File: config.mk
export PLATFORM = sky130hd
export DESIGN_NAME = ula_op_sequencer
export DESIGN_NICKNAME = d
export VERILOG_FILES = /design/src/rtl/ula_op_sequencer.sv
export SDC_FILE = /design/constraint.sdc
export NUM_CORES = 1
export LEC_CHECK = 0
export ABC_AREA = 1
export CAP_MARGIN = 0
export CORE_ASPECT_RATIO = 0.6
export CORE_MARGIN = 1.5
export CORE_UTILIZATION = 41
export DETAILED_ROUTE_END_ITERATION = 7
export PLACE_DENSITY_LB_ADDON = 0.05
export SYNTH_ARGS = -nofsm -noshare
export SYNTH_HDL_FRONTEND = slang
export SYNTH_SLANG_ARGS = --single-unit
File: constraint.sdc
create_clock -name clk -period 1.2 [get_ports clk]
set_clock_uncertainty 0.05 [all_clocks]
set_input_delay 0.18 -clock clk [delete_from_list [all_inputs] [get_ports clk]]
set_output_delay 0.18 -clock clk [all_outputs]
set_load 0.01 [all_outputs]
File: src/rtl/ula_op_sequencer.sv
// ula_op_sequencer: issuing side of the ULA operation interface.
// Takes (opcode, A, B) requests over valid/ready and drives the ULA lines for one cycle.
// It captures the ULA result on the following edge and returns it over a valid/ready response port.
// The last captured result is kept as an accumulator, so a request can use it as operand A.
module ula_op_sequencer #(
  parameter int unsigned DATA_W = 6,
  parameter int unsigned OP_W   = 4,
  parameter int unsigned CNT_W  = 8
) (
  input  logic              clk,
  input  logic              rst_n,
  input  logic              req_valid,
  output logic              req_ready,
  input  logic [OP_W-1:0]   req_op,
  input  logic [DATA_W-1:0] req_a,
  input  logic [DATA_W-1:0] req_b,
  input  logic              req_chain,
  output logic              rsp_valid,
  input  logic              rsp_ready,
  output logic [DATA_W-1:0] rsp_o,
  output logic              rsp_cout,
  output logic              rsp_zero,
  output logic [OP_W-1:0]   ula_S,
  output logic [DATA_W-1:0] ula_A,
  output logic [DATA_W-1:0] ula_B,
  output logic              ula_R,
  input  logic [DATA_W-1:0] ula_O,
  input  logic              ula_Cout,
  input  logic              ula_Zero,
  output logic [CNT_W-1:0]  op_count
);

  typedef enum logic [1:0] {
    ST_IDLE = 2'd0,
    ST_EXEC = 2'd1,
    ST_RESP = 2'd2
  } state_t;

  state_t            state_q;
  logic [OP_W-1:0]   op_q;
  logic [DATA_W-1:0] a_q;
  logic [DATA_W-1:0] b_q;
  logic [DATA_W-1:0] acc_q;
  logic [DATA_W-1:0] rsp_o_q;
  logic              rsp_cout_q;
  logic              rsp_zero_q;
  logic              rsp_valid_q;
  logic              ula_r_q;
  logic [CNT_W-1:0]  cnt_q;
  logic [DATA_W-1:0] a_sel_d;

  // Operand A source: the accumulator for chained requests, otherwise the request field
  always_comb begin
    a_sel_d = req_chain ? acc_q : req_a;
  end

  // Request acceptance: free in IDLE, blocked in EXEC, and tied to the response handshake in RESP
  always_comb begin
    req_ready = 1'b0;
    case (state_q)
      ST_IDLE: req_ready = 1'b1;
      ST_RESP: req_ready = rsp_ready;
      default: req_ready = 1'b0;
    endcase
  end

  // Sequencer FSM: latch the operation, drive the ULA for one cycle, capture and hold the response
  always_ff @(posedge clk) begin
    if (!rst_n) begin
      state_q     <= ST_IDLE;
      op_q        <= '0;
      a_q         <= '0;
      b_q         <= '0;
      acc_q       <= '0;
      rsp_o_q     <= '0;
      rsp_cout_q  <= 1'b0;
      rsp_zero_q  <= 1'b0;
      rsp_valid_q <= 1'b0;
      ula_r_q     <= 1'b1;
      cnt_q       <= '0;
    end else begin
      case (state_q)
        ST_IDLE: begin
          if (req_valid) begin
            op_q    <= req_op;
            a_q     <= a_sel_d;
            b_q     <= req_b;
            ula_r_q <= 1'b0;
            state_q <= ST_EXEC;
          end
        end
        ST_EXEC: begin
          rsp_o_q     <= ula_O;
          rsp_cout_q  <= ula_Cout;
          rsp_zero_q  <= ula_Zero;
          acc_q       <= ula_O;
          cnt_q       <= cnt_q + 1'b1;
          rsp_valid_q <= 1'b1;
          ula_r_q     <= 1'b1;
          state_q     <= ST_RESP;
        end
        ST_RESP: begin
          if (rsp_ready) begin
            rsp_valid_q <= 1'b0;
            if (req_valid) begin
              // acc_q already holds the value on rsp_o, so a chained request here uses it directly
              op_q    <= req_op;
              a_q     <= a_sel_d;
              b_q     <= req_b;
              ula_r_q <= 1'b0;
              state_q <= ST_EXEC;
            end else begin
              state_q <= ST_IDLE;
            end
          end
        end
        default: begin
          rsp_valid_q <= 1'b0;
          ula_r_q     <= 1'b1;
          state_q     <= ST_IDLE;
        end
      endcase
    end
  end

  assign rsp_valid = rsp_valid_q;
  assign rsp_o     = rsp_o_q;
  assign rsp_cout  = rsp_cout_q;
  assign rsp_zero  = rsp_zero_q;
  assign ula_S     = op_q;
  assign ula_A     = a_q;
  assign ula_B     = b_q;
  assign ula_R     = ula_r_q;
  assign op_count  = cnt_q;

endmodule

* After elaboration in Yosys (flattened, before gate mapping) *
Cells that the tools add are included.

operators by class
  add/subtract/negate cells = 1
  eq/ne operators = 4
  mux-type cells = 20
  bitwise operators = 1
  reductions and logical operators = 5

operator list
  cell                                            number
  two-way mux 6 bit                               5
  case mux 6 bit (2 select lines)                 2
  adder 8 x 1 -> 8 bit (second input constant)    1
  two-way mux 4 bit                               2
  case mux 4 bit (2 select lines)                 1
  case mux 2 bit (3 select lines)                 1
  AND reduction 2 bit                             3
  two-way mux 1 bit                               4
  two-way mux 2 bit                               2
  inequality test 2 bit (second input constant)   2
  case mux 1 bit (2 select lines)                 2
  case mux 1 bit (3 select lines)                 1
  == test 2 x 1 -> 1 bit (second input constant)  1
  == test 2 bit (second input constant)           1
  zero test 2 bit                                 1
  nonzero test 2 bit                              1
  NOT 1 bit                                       1

storage, ports and cells
  flip-flop bits (word level) = 36
  input port bits = 29
  output and inout port bits = 35
  logic and storage cells = 41

* Longest topological paths before layout *
  word-level depth = 4
  depth in mapped cells = 6
  gate-level depth less buffers = 6

* Worst setup path after synthesis *
OpenSTA, ideal clock, no wires.

  path type = register to register
  start = register cnt_q[0], in the netlist op_count[0]
  end = register cnt_q[6], in the netlist op_count[6]
  setup time = 0.115 ns
  data arrival time = 1.015 ns
  path slack = 0.020 ns
  cell stages (with the launch flop) = 7
  clock period less this slack = 1.180 ns
  cell sequence = dfxtp_1 ha_1 nand3_2 nor2_1 nand3_1 nand2_1 nor2_1

between the ends
  word-level cells in the longest chain between the ends = 1

RTL lines
  element                   RTL line  text
  start: declaration        49        logic [CNT_W-1:0] cnt_q;
  start signal: assignment  97        cnt_q <= cnt_q + 1'b1;
  adder 8 x 1 -> 8 bit      97

Every way passes these cells.
A chain may end at the register's enable or synchronous reset.

* Final worst setup path *
  start = register state_q[0]
  end = register op_q[2], in the netlist ula_S[2]

between the ends
  word-level cells in the longest chain between the ends = 3

RTL lines
  element                                                                       RTL line  text
  start: declaration                                                            39        state_t state_q;
  start signal: assignment                                                      70        state_q <= ST_IDLE;
  start signal: assignment                                                      89        state_q <= ST_EXEC;
  start signal: assignment                                                      100       state_q <= ST_RESP;
  == test 2 bit or zero test 2 bit (tied branches)                              82        case (state_q)
  inequality test 2 bit (no source line) or nonzero test 2 bit (tied branches)  --
  AND reduction 2 bit (no source line)                                          --
  end signal: assignment                                                        85        op_q <= req_op;
  end signal: assignment                                                        107       op_q <= req_op;
  end: declaration                                                              40        logic [OP_W-1:0] op_q;

Several ways; a longest one is shown, not always the timed one.

==> metrics.yaml <==
logic_synthesis:
  synth_top_family_by_area: "simple AND/OR/NAND/NOR gates"
  synth_mux_area_share_pct: 0
  ys_types: 22
  synth-edff-count: 0
  yosysWarnings: 0
  synth_area_mm2: 0.00146
  syn_area_per_cell_um2: 7.49
  synth_xor_area_share_pct: 0.600
  async_reset_ff_share_pct: 0
  seq_area_frac_synth_pct: 49.4
  ys_ff_latch: 36
  syn_inst: 195
  synth_fp_nets: 225
  synthSimpleGateAreaFrac_pct: 26.6
  synth_flop_cell: "dfxtp_1"
  synth_fa_ha_area_share_pct: 0.857
  synth_compound_area_share_pct: 15.3
drt:
  antenna_left: 0
  via_per_inst: 4.65
  route.detailed.drc: 0
  wirelength_mm: 3.79
  vias: 1530
  drt-initial-drc-count: 55
  wire_per_inst_um: 11.5
  drt_pass1_iterations: 4
floorplanning:
  core_region_area_mm2: 0.00332
  die_width_um: 80.0
  die_h_um: 49.2
  rows: 16
  initial_utilization_pct: 43.9
  die-area_mm2: 0.00394
  io_pins: 64
timing:
  fin_hold_ws_ns: 0.332
  slew_headroom_pct: 78.7
  layout_min_cycle_time_ns: 1.16
  tightestPinTransition_ns: 0.319
  fin_crit_sh_pct: 97.1
  fmax_ghz: 0.859
  timing_hold_violations_final: 0
  final-max-slew-violation-count: 0
  setup_viol: 0
cells_and_area:
  syn_to_final_growth_pct: 74.3
  layout_common_cells: "nor2_1 (36), dfxtp_1 (31), dlygate4sd2_1 (31), nand2_1 (30), clkdlybuf4s50_1 (27)"
  final_layout_size_suffix_gt1_share_pct: 21.8
  num_antenna_cells: 0
  nets: 314
  mostFrequentLayoutCell: "nor2_1"
place:
  routabilityCongestion: 0.798
  place_hpwl_mm: 2.61
  portBuffers: 63
clocking:
  cts-hold-fix-buffers: 0
  cts_made_buffers: 5
  clk_latency_ns: 0.28
  clkTransAtPathRegs_ns: 0.07
  numClockSinks: 36
  cts_buffer_depth: 2
  h-tree-depth: 2
  cts_root_buf: "clkbuf_8"
  cts_tree: "done"
power_and_ir_drop:
  p_int_mw: 2.09
  combPwrFrac_pct: 20.2
  power.density_mw_per_mm2: 1090
  p_leak_nw: 1.18
  sw_frac_of_total_pct: 25.1
  p_seq_share_pct: 47.1
  total_power_mw: 2.78
  peakVddDrop_uv: 807
  p_sw_mw: 0.699
  clkPwrFrac_pct: 32.7
setup_path:
  r2r_setup_slack_ns: 0.04
  end_kind: "flop"
  crit_type: "reg2reg"
  critPathRequiredTime_ns: 1.37
  startpoint_type: "flop"
  arrival_ns: 1.33
  crit_fanout: 8
job:
  maxCapViolCount: 0
min_path:
  hold_path.class: "in2reg"
grt:
  grt_pass1_vias: 1370
  grt_remaining_overflow: 0
  antenna_found_initial: 0
  grt_max_degree: 19
  grt.total_usage_pct: 19.9
  grt_pass1_wl_mm: 6.08
run_status:
  status: "finished clean"
## metal layers
layer | vias to the layer above | GRT usage, % | routed length [µm]
li1 | 809 | - | -
met1 | 672 | 28.4 | 1950
met2 | 46 | 29.3 | 1590
met3 | 3 | 5.79 | 228
met4 | 0 | 5.17 | 23
met5 | - | 0 | 0
## power groups by stage
stage               Clock, mW  Combinational [mW]  Sequential (mW)
floorplan                   0               0.174             1.37
global placement            0               0.522             1.33
detailed placement          0               0.524             1.33
CTS                     0.926               0.482             1.30
global route            0.983               0.619             1.32
finish                  0.910               0.564             1.31
## cells by family after synthesis
kind of cell             after synthesis
buffers and inverters                 24
adder cells (fa/ha/maj)                1
AO/OA/AOI/OAI                         44
XOR/XNOR                               1
AND/OR/NAND/NOR                       89
flip-flops                            36
## worst paths after layout
check / start / to / cells past startpoint
max: state_q[0]$_SDFFE_PN0P_ / ula_S[2]$_SDFFE_PN0P_ / 6
min: rsp_ready / state_q[1]$_SDFFE_PN0P_ / 5
max reg2reg: state_q[0]$_SDFFE_PN0P_ / ula_S[2]$_SDFFE_PN0P_ / 6
min reg2reg: ula_B[0]$_SDFFE_PN0P_ / ula_B[0]$_SDFFE_PN0P_ / 2
## registers in the layout, indices dropped and copies added (netlist names)
signal and flops:
op_count 8, rsp_o 6, ula_A 6, ula_B 6, ula_S 4, state_q 2
rsp_cout 1, rsp_valid 1, rsp_zero 1, ula_R 1
## cell usage after synthesis (2+ instances only)
cell type / count / area [µm²]
inv_1: 14 / 52.6
buf_4: 2 / 15.0
a21oi_1: 22 / 110
nand3_1: 15 / 75.1
nor2_1: 37 / 139
inv_2: 2 / 7.51
dfxtp_1: 36 / 721
nand2_1: 30 / 113
nor2_4: 2 / 22.5
o21ai_0: 20 / 100
clkbuf_1: 4 / 15.0
## repair_timing
| action | in CTS | in global routing |
|---|---|---|
| endpoints found under the hold margin | 0 | 0 |
| pin swaps | 0 | 6 |
| buffers inserted | 0 | 3 |
| setup endpoints to repair | 38 | 31 |
| resized for setup | 41 | 45 |
| cloned | 0 | 2 |
## stage by stage
step | setup slack [ns] | setup TNS, ns | std cells | util (%) | cell area [µm²]
CTS | 0.00172 | 0 | 324 | 70.3 | 2340
floorplan | 0.0199 | 0 | 195 | - | 1460
global route | -0.0187 | -0.0412 | 329 | 76.6 | 2540
finish | 0.0353 | 0 | 329 | 76.6 | 2540
detailed placement | -0.366 | -4.83 | 317 | 68.6 | 2280
global placement | -0.363 | -4.58 | 317 | 68.6 | 2280
## critical path, cell delays in order (launching register included)
cell and delay, ns:
dfxtp_2 0.33, buf_6 0.14, nor2_4 0.11, buf_12 0.13
buf_8 0.11, nand3_1 0.10, a21oi_2 0.14
## layout make-up
| cell class | instances | area [µm²] |
|---|---|---|
| fillers | 274 | 778 |
| flip-flops and latches | 36 | 727 |
| repair buffers | 89 | 855 |
| clock buffers | 7 | 96.3 |
| multi-input cells | 136 | 743 |
| well taps | 45 | 56.3 |
| inverters | 16 | 67.6 |
No activity file was read; power rests on OpenSTA's default activity.
